[src/rtl/dbus_if.sv]
// Load/store data-bus bundle between the CPU core and the data-bus target,
// including the debug TX stream and interrupt line.
interface dbus_if;
    logic [15:0] raddr;
    logic        re;
    logic [15:0] rdata;
    logic [15:0] waddr;
    logic [15:0] wdata;
    logic        we;
    logic [15:0] tx_data;
    logic        tx_valid;
    logic        tx_ready;
    logic        irq;

    modport master (
        output raddr, re, waddr, wdata, we, tx_ready,
        input  rdata, tx_data, tx_valid, irq
    );

    modport slave (
        input  raddr, re, waddr, wdata, we, tx_ready,
        output rdata, tx_data, tx_valid, irq
    );
endinterface

[src/rtl/dbus_target.sv]
// Data-bus responder: word RAM plus an 8-word MMIO window holding a TX FIFO,
// status/sticky flags, a 32-bit cycle counter with hi-latch and a scratch word.
module dbus_target #(
    parameter int unsigned RAM_WORDS  = 256,
    parameter logic [15:0] MMIO_BASE  = 16'hFF00,
    parameter int unsigned FIFO_DEPTH = 4
) (
    input  logic   clk,
    input  logic   rst_n,
    dbus_if.slave  bus
);

    localparam int unsigned AW = $clog2(RAM_WORDS);
    localparam int unsigned PW = $clog2(FIFO_DEPTH);
    localparam int unsigned CW = PW + 1;

    localparam logic [2:0] OFF_TXDATA  = 3'd0;
    localparam logic [2:0] OFF_STATUS  = 3'd1;
    localparam logic [2:0] OFF_CYC_LO  = 3'd2;
    localparam logic [2:0] OFF_CYC_HI  = 3'd3;
    localparam logic [2:0] OFF_SCRATCH = 3'd4;

    logic [15:0]   ram_q  [RAM_WORDS];
    logic [15:0]   fifo_q [FIFO_DEPTH];
    logic [CW-1:0] wr_ptr_q, wr_ptr_d;
    logic [CW-1:0] rd_ptr_q, rd_ptr_d;
    logic [31:0]   cyc_q;
    logic [15:0]   cyc_hi_q, cyc_hi_d;
    logic [15:0]   scratch_q, scratch_d;
    logic [15:0]   rdata_q, rdata_d;
    logic          ovf_q, ovf_d;
    logic          berr_q, berr_d;
    logic          irq_q;

    logic [15:0]   roff_c, woff_c;
    logic          r_ram_c, r_mmio_c, w_ram_c, w_mmio_c;
    logic [CW-1:0] count_c;
    logic          empty_c, full_c, pop_c, push_req_c, push_c, w1c_c, berr_set_c;
    logic [3:0]    cnt_sat_c;
    logic [15:0]   status_c;

    // Address decode for both ports; RAM takes priority over the MMIO window.
    always_comb begin
        roff_c   = bus.raddr - MMIO_BASE;
        woff_c   = bus.waddr - MMIO_BASE;
        r_ram_c  = 32'(bus.raddr) < RAM_WORDS;
        w_ram_c  = 32'(bus.waddr) < RAM_WORDS;
        r_mmio_c = !r_ram_c && (roff_c < 16'd8);
        w_mmio_c = !w_ram_c && (woff_c < 16'd8);
    end

    // FIFO occupancy, handshake qualification and the STATUS word (pre-edge view).
    always_comb begin
        count_c    = wr_ptr_q - rd_ptr_q;
        empty_c    = (count_c == '0);
        full_c     = (count_c == CW'(FIFO_DEPTH));
        pop_c      = !empty_c && bus.tx_ready;
        push_req_c = bus.we && w_mmio_c && (woff_c[2:0] == OFF_TXDATA);
        push_c     = push_req_c && (!full_c || pop_c);
        w1c_c      = bus.we && w_mmio_c && (woff_c[2:0] == OFF_STATUS);
        berr_set_c = (bus.we && !w_ram_c && !w_mmio_c) ||
                     (bus.re && !r_ram_c && !r_mmio_c);
        cnt_sat_c  = (32'(count_c) > 32'd15) ? 4'hF : 4'(count_c);
        status_c   = {8'h00, cnt_sat_c, berr_q, ovf_q, full_c, empty_c};
    end

    // Next-state for read data, pointers, sticky bits, scratch and hi-latch.
    always_comb begin
        rdata_d   = rdata_q;
        cyc_hi_d  = cyc_hi_q;
        scratch_d = scratch_q;
        wr_ptr_d  = wr_ptr_q;
        rd_ptr_d  = rd_ptr_q;
        ovf_d     = ovf_q;
        berr_d    = berr_q;

        if (bus.re) begin
            rdata_d = 16'h0000;
            if (r_ram_c) begin
                rdata_d = ram_q[bus.raddr[AW-1:0]];
            end else if (r_mmio_c) begin
                case (roff_c[2:0])
                    OFF_STATUS:  rdata_d = status_c;
                    OFF_CYC_LO: begin
                        rdata_d  = cyc_q[15:0];
                        cyc_hi_d = cyc_q[31:16];
                    end
                    OFF_CYC_HI:  rdata_d = cyc_hi_q;
                    OFF_SCRATCH: rdata_d = scratch_q;
                    default:     rdata_d = 16'h0000;
                endcase
            end
        end

        if (bus.we && w_mmio_c && (woff_c[2:0] == OFF_SCRATCH)) begin
            scratch_d = bus.wdata;
        end

        if (pop_c) begin
            rd_ptr_d = rd_ptr_q + CW'(1);
        end
        if (push_c) begin
            wr_ptr_d = wr_ptr_q + CW'(1);
        end

        // Clear first so a coincident set event wins.
        if (w1c_c && bus.wdata[2]) begin
            ovf_d = 1'b0;
        end
        if (w1c_c && bus.wdata[3]) begin
            berr_d = 1'b0;
        end
        if (push_req_c && !push_c) begin
            ovf_d = 1'b1;
        end
        if (berr_set_c) begin
            berr_d = 1'b1;
        end
    end

    // Resettable state: control registers, counter, FIFO storage and irq.
    always_ff @(posedge clk or negedge rst_n) begin
        if (!rst_n) begin
            rdata_q   <= 16'h0000;
            cyc_q     <= 32'h0000_0000;
            cyc_hi_q  <= 16'h0000;
            scratch_q <= 16'h0000;
            wr_ptr_q  <= '0;
            rd_ptr_q  <= '0;
            ovf_q     <= 1'b0;
            berr_q    <= 1'b0;
            irq_q     <= 1'b0;
            for (int i = 0; i < int'(FIFO_DEPTH); i++) begin
                fifo_q[i] <= 16'h0000;
            end
        end else begin
            rdata_q   <= rdata_d;
            cyc_q     <= cyc_q + 32'd1;
            cyc_hi_q  <= cyc_hi_d;
            scratch_q <= scratch_d;
            wr_ptr_q  <= wr_ptr_d;
            rd_ptr_q  <= rd_ptr_d;
            ovf_q     <= ovf_d;
            berr_q    <= berr_d;
            irq_q     <= ovf_q | berr_q;
            if (push_c) begin
                fifo_q[wr_ptr_q[PW-1:0]] <= bus.wdata;
            end
        end
    end

    // RAM array; contents survive reset.
    always_ff @(posedge clk) begin
        if (bus.we && w_ram_c) begin
            ram_q[bus.waddr[AW-1:0]] <= bus.wdata;
        end
    end

    assign bus.rdata    = rdata_q;
    assign bus.tx_valid = !empty_c;
    assign bus.tx_data  = fifo_q[rd_ptr_q[PW-1:0]];
    assign bus.irq      = irq_q;

endmodule

[src/flat_wrapper.sv]
// flat-port wrapper written by rule: the top's interface ports become plain ports
module dbus_target_flat 
#(
    parameter int unsigned RAM_WORDS  = 256,
    parameter logic [15:0] MMIO_BASE  = 16'hFF00,
    parameter int unsigned FIFO_DEPTH = 4
)
  (clk, rst_n, bus_raddr, bus_re, bus_waddr, bus_wdata, bus_we, bus_tx_ready, bus_rdata, bus_tx_data, bus_tx_valid, bus_irq);
  dbus_if bus_i ();
  input  logic clk;
  input  logic rst_n;
  input wire logic [$bits(bus_i.raddr)-1:0] bus_raddr;
  input wire logic [$bits(bus_i.re)-1:0] bus_re;
  input wire logic [$bits(bus_i.waddr)-1:0] bus_waddr;
  input wire logic [$bits(bus_i.wdata)-1:0] bus_wdata;
  input wire logic [$bits(bus_i.we)-1:0] bus_we;
  input wire logic [$bits(bus_i.tx_ready)-1:0] bus_tx_ready;
  output wire logic [$bits(bus_i.rdata)-1:0] bus_rdata;
  output wire logic [$bits(bus_i.tx_data)-1:0] bus_tx_data;
  output wire logic [$bits(bus_i.tx_valid)-1:0] bus_tx_valid;
  output wire logic [$bits(bus_i.irq)-1:0] bus_irq;
  assign bus_i.raddr = bus_raddr;
  assign bus_i.re = bus_re;
  assign bus_i.waddr = bus_waddr;
  assign bus_i.wdata = bus_wdata;
  assign bus_i.we = bus_we;
  assign bus_i.tx_ready = bus_tx_ready;
  assign bus_rdata = bus_i.rdata;
  assign bus_tx_data = bus_i.tx_data;
  assign bus_tx_valid = bus_i.tx_valid;
  assign bus_irq = bus_i.irq;
  dbus_target #(.RAM_WORDS(RAM_WORDS), .MMIO_BASE(MMIO_BASE), .FIFO_DEPTH(FIFO_DEPTH)) u_core (.clk(clk), .rst_n(rst_n), .bus(bus_i));
endmodule
[config.mk]
export PLATFORM = sky130hd
export DESIGN_NAME = dbus_target_flat
export DESIGN_NICKNAME = d
export VERILOG_FILES = /design/src/rtl/dbus_if.sv /design/src/rtl/dbus_target.sv /design/src/flat_wrapper.sv
export SDC_FILE = /design/constraint.sdc
export NUM_CORES = 2
export LEC_CHECK = 0
export ABC_AREA = 1
export CORE_ASPECT_RATIO = 0.5
export CORE_MARGIN = 2
export CORE_UTILIZATION = 30
export DETAILED_ROUTE_END_ITERATION = 16
export PLACE_DENSITY_LB_ADDON = 0.08
export SYNTH_ARGS = -nofsm -noshare
export SYNTH_HDL_FRONTEND = slang
export SYNTH_SLANG_ARGS = --single-unit
[constraint.sdc]
create_clock -name clk -period 5.82 [get_ports clk]
set_input_delay 1.164 -clock clk [delete_from_list [all_inputs] [get_ports clk]]
set_output_delay 1.164 -clock clk [all_outputs]
set_load 0.1 [all_outputs]
Word-level counts from Yosys, hierarchy flattened
Memory sizes are Yosys's and may differ from the RTL's.
Index checks and enable logic that the tools add are counted.
{"block": "totals", "rom_bits": 0, "wordCells": 84, "output_inout_bits": 34, "latchBits": 0, "ram_bits": 4096, "mem_count": 1, "input_bits": 53, "regBits": 153}
{"name": "u_core.ram_q", "words": 256, "word_bits": 16, "rd": 1, "rd_ports_with_merged_regs": 0, "wr": 1, "line": "dbus_target.sv:23", "rtl": "logic [15:0] ram_q [RAM_WORDS];"}
{"block": "classes", "reduce_logical": 31, "mul": 0, "shifts": 0, "bitwise": 4, "add_sub_neg": 6, "n_eq_ne": 7, "n_mux": 15, "div": 0, "n_lt_le_gt_ge": 7}
{"cell": "$mux W16", "n": 5}
{"cell": "$bwmux W64", "n": 1}
{"cell": "$pmux W16 S4", "n": 1}
{"cell": "$add A32 B1 Y32 const B", "n": 1}
{"cell": "$bmux W16 S2", "n": 1}
{"cell": "$demux W16 S2", "n": 1}
{"cell": "$lt A16 B4 Y1 const B", "n": 2}
{"cell": "$lt A16 B9 Y1 const B", "n": 2}
{"cell": "$sub A16 B16 Y16 const B", "n": 2}
{"cell": "$logic_and A1 B1 Y1", "n": 17}
{"cell": "$eq A3 B3 Y1 const B", "n": 3}
{"cell": "$logic_not A1 Y1", "n": 7}
{"cell": "$add A3 B1 Y3 const B", "n": 2}
{"cell": "$eq A3 B1 Y1 const B", "n": 2}
{"cell": "$eq A3 B2 Y1 const B", "n": 2}
{"cell": "$ge A3 B3 Y1 const B", "n": 2}
{"cell": "$logic_not A3 Y1", "n": 2}
{"cell": "$mux W1", "n": 6}
{"cell": "$not A2 Y3", "n": 2}
{"cell": "$reduce_and A4 Y1", "n": 1}
{"cell": "$reduce_bool A2 Y1", "n": 2}
{"cell": "$lt A3 B1 Y1 const B", "n": 1}
{"cell": "$sub A3 B3 Y3", "n": 1}
{"cell": "$logic_or A1 B1 Y1", "n": 2}
{"cell": "2 further kinds", "n": 2}

Depth between registers and ports, before layout
{"block": "logic_depth", "depth_word": 9, "mapped_depth": 22, "depth_no_buf": 19}

Worst setup path before layout
Ideal clock, no wire load.
{"block": "synth_timing", "kind": "register to output", "start": "register u_core.rd_ptr_q[1]", "end": "output port bus_tx_data[10]", "arrival_ps": 2413, "path_buffers": 1, "stages_incl_launch_ff": 5, "slack_ps": 2243, "t_required_ps": 4656, "cell_sequence": "dfrtp_1 > inv_1 > clkbuf_1 > o21ai_0 > o22ai_1"}
{"block": "synth_via", "elab_chain_len": 4}
{"element": "start: declaration", "line": "dbus_target.sv:26", "rtl": "logic [CW-1:0] rd_ptr_q, rd_ptr_d;"}
{"element": "start signal: assignment", "line": "dbus_target.sv:142", "rtl": "rd_ptr_q <= rd_ptr_d;"}
{"element": "$not A2 Y3 (not written as such)", "line": "dbus_target.sv:161", "rtl": "assign bus.tx_data = fifo_q[rd_ptr_q[PW-1:0]];"}
{"element": "$bmux W16 S2", "line": "dbus_target.sv:161"}
{"element": "$mux W16 (not written as such) (2 in series)", "line": "dbus_target.sv:161"}
{"element": "end: declaration", "line": "flat_wrapper.sv:19", "rtl": "output wire logic [$bits(bus_i.tx_data)-1:0] bus_tx_data;"}
No other way between the ends. The select of a mux whose other input is x is not followed.

Worst setup path after layout
{"block": "layout_timing", "start": "input port bus_raddr[1]", "end": "register u_core.rdata_q[12], in the netlist u_core.bus.rdata[12]"}
{"block": "layout_via", "elab_chain_len": 5, "word_cells_on_any_way": 13, "cone_classes": "add/sub: 1; order compare: 2; eq/ne: 4; mux: 3; reduce/logical: 2; memory: 1"}
{"element": "start: declaration", "line": "flat_wrapper.sv:12", "rtl": "input wire logic [$bits(bus_i.raddr)-1:0] bus_raddr;"}
{"element": "$sub A16 B16 Y16 / $lt A16 B9 Y1 (equally long branches)", "line": "dbus_target.sv:44, dbus_target.sv:46"}
{"element": "$lt A16 B4 Y1, or another cell as far along", "line": "dbus_target.sv:48", "rtl": "r_mmio_c = !r_ram_c && (roff_c < 16'd8);"}
{"element": "$logic_and A1 B1 Y1 / $pmux W16 S4 (equally long branches)", "line": "dbus_target.sv:48, dbus_target.sv:82"}
{"element": "$mux W16", "line": "dbus_target.sv:81", "rtl": "end else if (r_mmio_c) begin"}
{"element": "$mux W16 (*)", "line": "dbus_target.sv:79", "rtl": "if (r_ram_c) begin"}
{"element": "end signal: assignment", "line": "dbus_target.sv:137", "rtl": "rdata_q <= rdata_d;"}
{"element": "end: declaration", "line": "dbus_target.sv:30", "rtl": "logic [15:0] rdata_q, rdata_d;"}
Every way passes the cells marked *; elsewhere a longest branch is shown, timed or not.
A chain may end at the register's enable or synchronous reset.

==> results by group <==
Outcome
  • Status: complete, no violations

Detailed routing
  • DR WL/cell: 28.6 um
  • Routed Antenna Nets: 0
  • Final WL: 659000 um
  • Routed vias: 114k
  • Drt first pass iters: 6
  • DRC: 0
  • Starting DRT DRC Count: around 12k
  • DR vias/cell: 4.97

Worst setup path
  • Startpoint Class: input port
  • CP delay by family, top: simple AND/OR/NAND/NOR gates
  • Largest stage delay, worst path: around 0.57 ns
  • Critical path type: in -> reg
  • Slowest-stage cell, CP: nand3_1
  • Worst path bufs/invs: 4
  • Worst Path Required: 6.72 ns
  • Most used cell, CP: nand3_1
  • Largest fanout on the critical path: 49
  • Crit path cell chain: buf_8 > clkinv_16 > nor2_4 > buf_4 > buf_12 > nand2_1 > nand4_1 > nand3_1 > nand3_1 > nand3_1 > nand3_1 > nand3_1 > nand2_1 > nand2_1 > a21oi_1
  • Critical Path AT: 5.91 ns
  • Setup crit end kind: register

STA
  • Slew margin rel.: 0.0469
  • Fin Setup TNS: 0 ns
  • Tcrit/Tclk final: 0.860
  • Final Setup Violations: 0
  • RSZ-0062 raised after global routing: false
  • Slew @ Worst Pin: 1.43 ns
  • Final Max Slew Viols: 0
  • Post-layout min period: 5.00 ns
  • Final Hold Vio Count: 0
  • Fin Clk Skew: between 0.07 and 0.08 ns
  • FMAX: 200 MHz

Logic synthesis
  • Top-area cell type share of the netlist area: 0.720
  • Post-synth EDFFs: 4096
  • Synth async-reset ratio: 0.0360
  • Syn nets: 14.7k
  • Seq/Total Area, Yosys: 0.742
  • Syn Area/Cell: around 12 um^2
  • Largest cells by area after synthesis: edfxtp_1 72%, nand2_1 14%, nand3_1 3.1%
  • Most used flip-flop cell after synthesis: edfxtp_1
  • Synth warn: 0
  • Synthesized cell area: roughly 170000 um^2
  • Distinct cells, synth: 43
  • Flops & latches, synth: 4249
  • Synth area leader: edfxtp_1
  • Synth Instances: approximately 15k

Power and ir drop
  • Leak Pwr: 71.7 nW
  • Max VDD drop: around 0.00025 V
  • Pwr dens: roughly 340 nW/um^2

Placement
  • Placed Area: 185000 um^2
  • RD Place Congestion: 0.822
  • # port buffers: between 80 and 90
  • DP HPWL: 394000 um

Layout
  • Final nets: 15.1k
  • Design area: slightly below 200000 um^2
  • Commonest non-fill, non-tap cell in the layout: nand2_1
  • Syn-to-layout area delta: 16.2%
  • Share of cells above drive strength 1: 0.0965
  • Most frequent cells in the layout: 6232 x nand2_1, 4096 x edfxtp_1, 1074 x nand3_1, 633 x nand4_1, 617 x buf_4
  • Final Util: 0.351

CTS
  • CTS Sinks: 4249
  • Hold_buf cts: 0
  • CTS tree: built
  • Root Buffer: clkbuf_16
  • CTS clk-pin slew, worst paths: 0.07 ns
  • Worst skew pair latency: 0.98 ns
  • Post-CTS Resized: 0
  • H-tree depth: 5
  • Clock buffer depth: 4
  • Inserted Clock Buffers: roughly 420
  • Post-CTS Setup Inserts: 0

Global routing
  • Initial antenna violation count: 66
  • First-pass GRT wire length: 909000 um
  • Vias in the first global route: 109k
  • Grt ovf: 0
  • GRT Util Overall: 0.222
  • Largest net degree at the start of global routing: 125

Floorplanning
  • Die W: 1070 um
  • Die extent in y: between 500 and 600 um
  • CORE AREA: 566000 um^2
  • Row cnt: 195
  • I/O pin count: 87
  • Die area: 576000 um^2
  • Initial Util: 0.302

Worst hold path
  • HP Class: in -> async

Run
  • Max-cap viol count: 0
[layer usage]
layer,vias to the layer above,share of wire,global-route usage
li1,51460,-,-
met4,4,0.020,0.0418
met1,58560,0.47,0.332
met3,664,0.068,0.0358
met2,3764,0.44,0.345
met5,-,0.000050,0
[power breakdown]
group,switching [mW],internal [mW]
combinational,4.39,1.16
clock,12.5,15.4
sequential,0.0268,33.5
[metrics by stage]
step	power (mW)	hold slack, ns	std cells	worst slack (ns)
after CTS	67.6	0.228	22988	0.727
after global placement	39.8	0.458	22212	-0.106
after detailed placement	39.8	0.462	22213	0.0270
after global routing	69.0	0.268	22989	0.625
final	67.0	0.268	23007	0.817
after floorplan	36.9	0.442	14646	2.24
[path summary, 6_finish.rpt]
| check | startpoint | endpoint | slack [ns] | cells past startpoint |
|---|---|---|---|---|
| setup / recovery | bus_raddr[1] | u_core.bus.rdata[12] | 0.82 | 15 |
| hold / removal | rst_n | u_core.cyc_q[6] | 0.27 | 1 |
| setup reg to reg | u_core.ram_q[151][12] | u_core.bus.rdata[12] | 2.46 | 12 |
| hold reg to reg | u_core.cyc_q[25] | u_core.cyc_q[25] | 0.47 | 1 |
| max in group asynchronous | rst_n | u_core.fifo_q[6] | 4.56 | 2 |
| min in group clk | u_core.cyc_q[25] | u_core.cyc_q[25] | 0.47 | 1 |
[Yosys cell counts (4+ instances only)]
cell	count
inv_1	325
nor2_1	575
o21ai_0	147
a32o_1	4
xnor2_1	5
a221oi_1	5
inv_2	6
nand3b_1	26
a22oi_1	22
o2111ai_1	4
o21ai_1	4
o22ai_1	16
ha_1	7
buf_2	375
edfxtp_1	4096
a21oi_1	377
nand3_1	1074
nor3_1	19
dfrtp_1	153
nor2_2	4
nor4_1	9
buf_1	188
nand2_1	6249
xor2_1	31
buf_4	52
nand4_1	633
clkbuf_1	218
[sequential cells by signal, summed over array words and instances, names as in the netlist, 3 cells and up]
signal,count
u_core.rd_ptr_q,3
u_core.fifo_q,64
u_core.ram_q,4096
u_core.bus.rdata,16
u_core.scratch_q,16
u_core.cyc_hi_q,16
u_core.cyc_q,32
u_core.wr_ptr_q,3
[logic make-up (layout without fill, tap and decap cells)]
logic type	Yosys count	in the layout	synth area share
simple gates	8602	8602	0.207
flops	4249	4249	0.742
buf+inv	1169	1927	0.0297
compound gates	579	579	0.0177
xor+xnor	36	36	0.00185
fa+ha+maj	8	8	0.000630
mux	3	3	0.000198
other cells	0	19	0
[final cells by class]
cell class	count	area [um^2]
flip-flops and latches	4249	127000
repair buffers	817	7900
inverters	335	1330
clock buffers	520	11200
diodes	19	47.5
multi-input cells	9228	39300
fillers	55814	367000
clock inverters	255	2450
well taps	7584	9490
No activity file was read; power rests on OpenSTA's default activity.
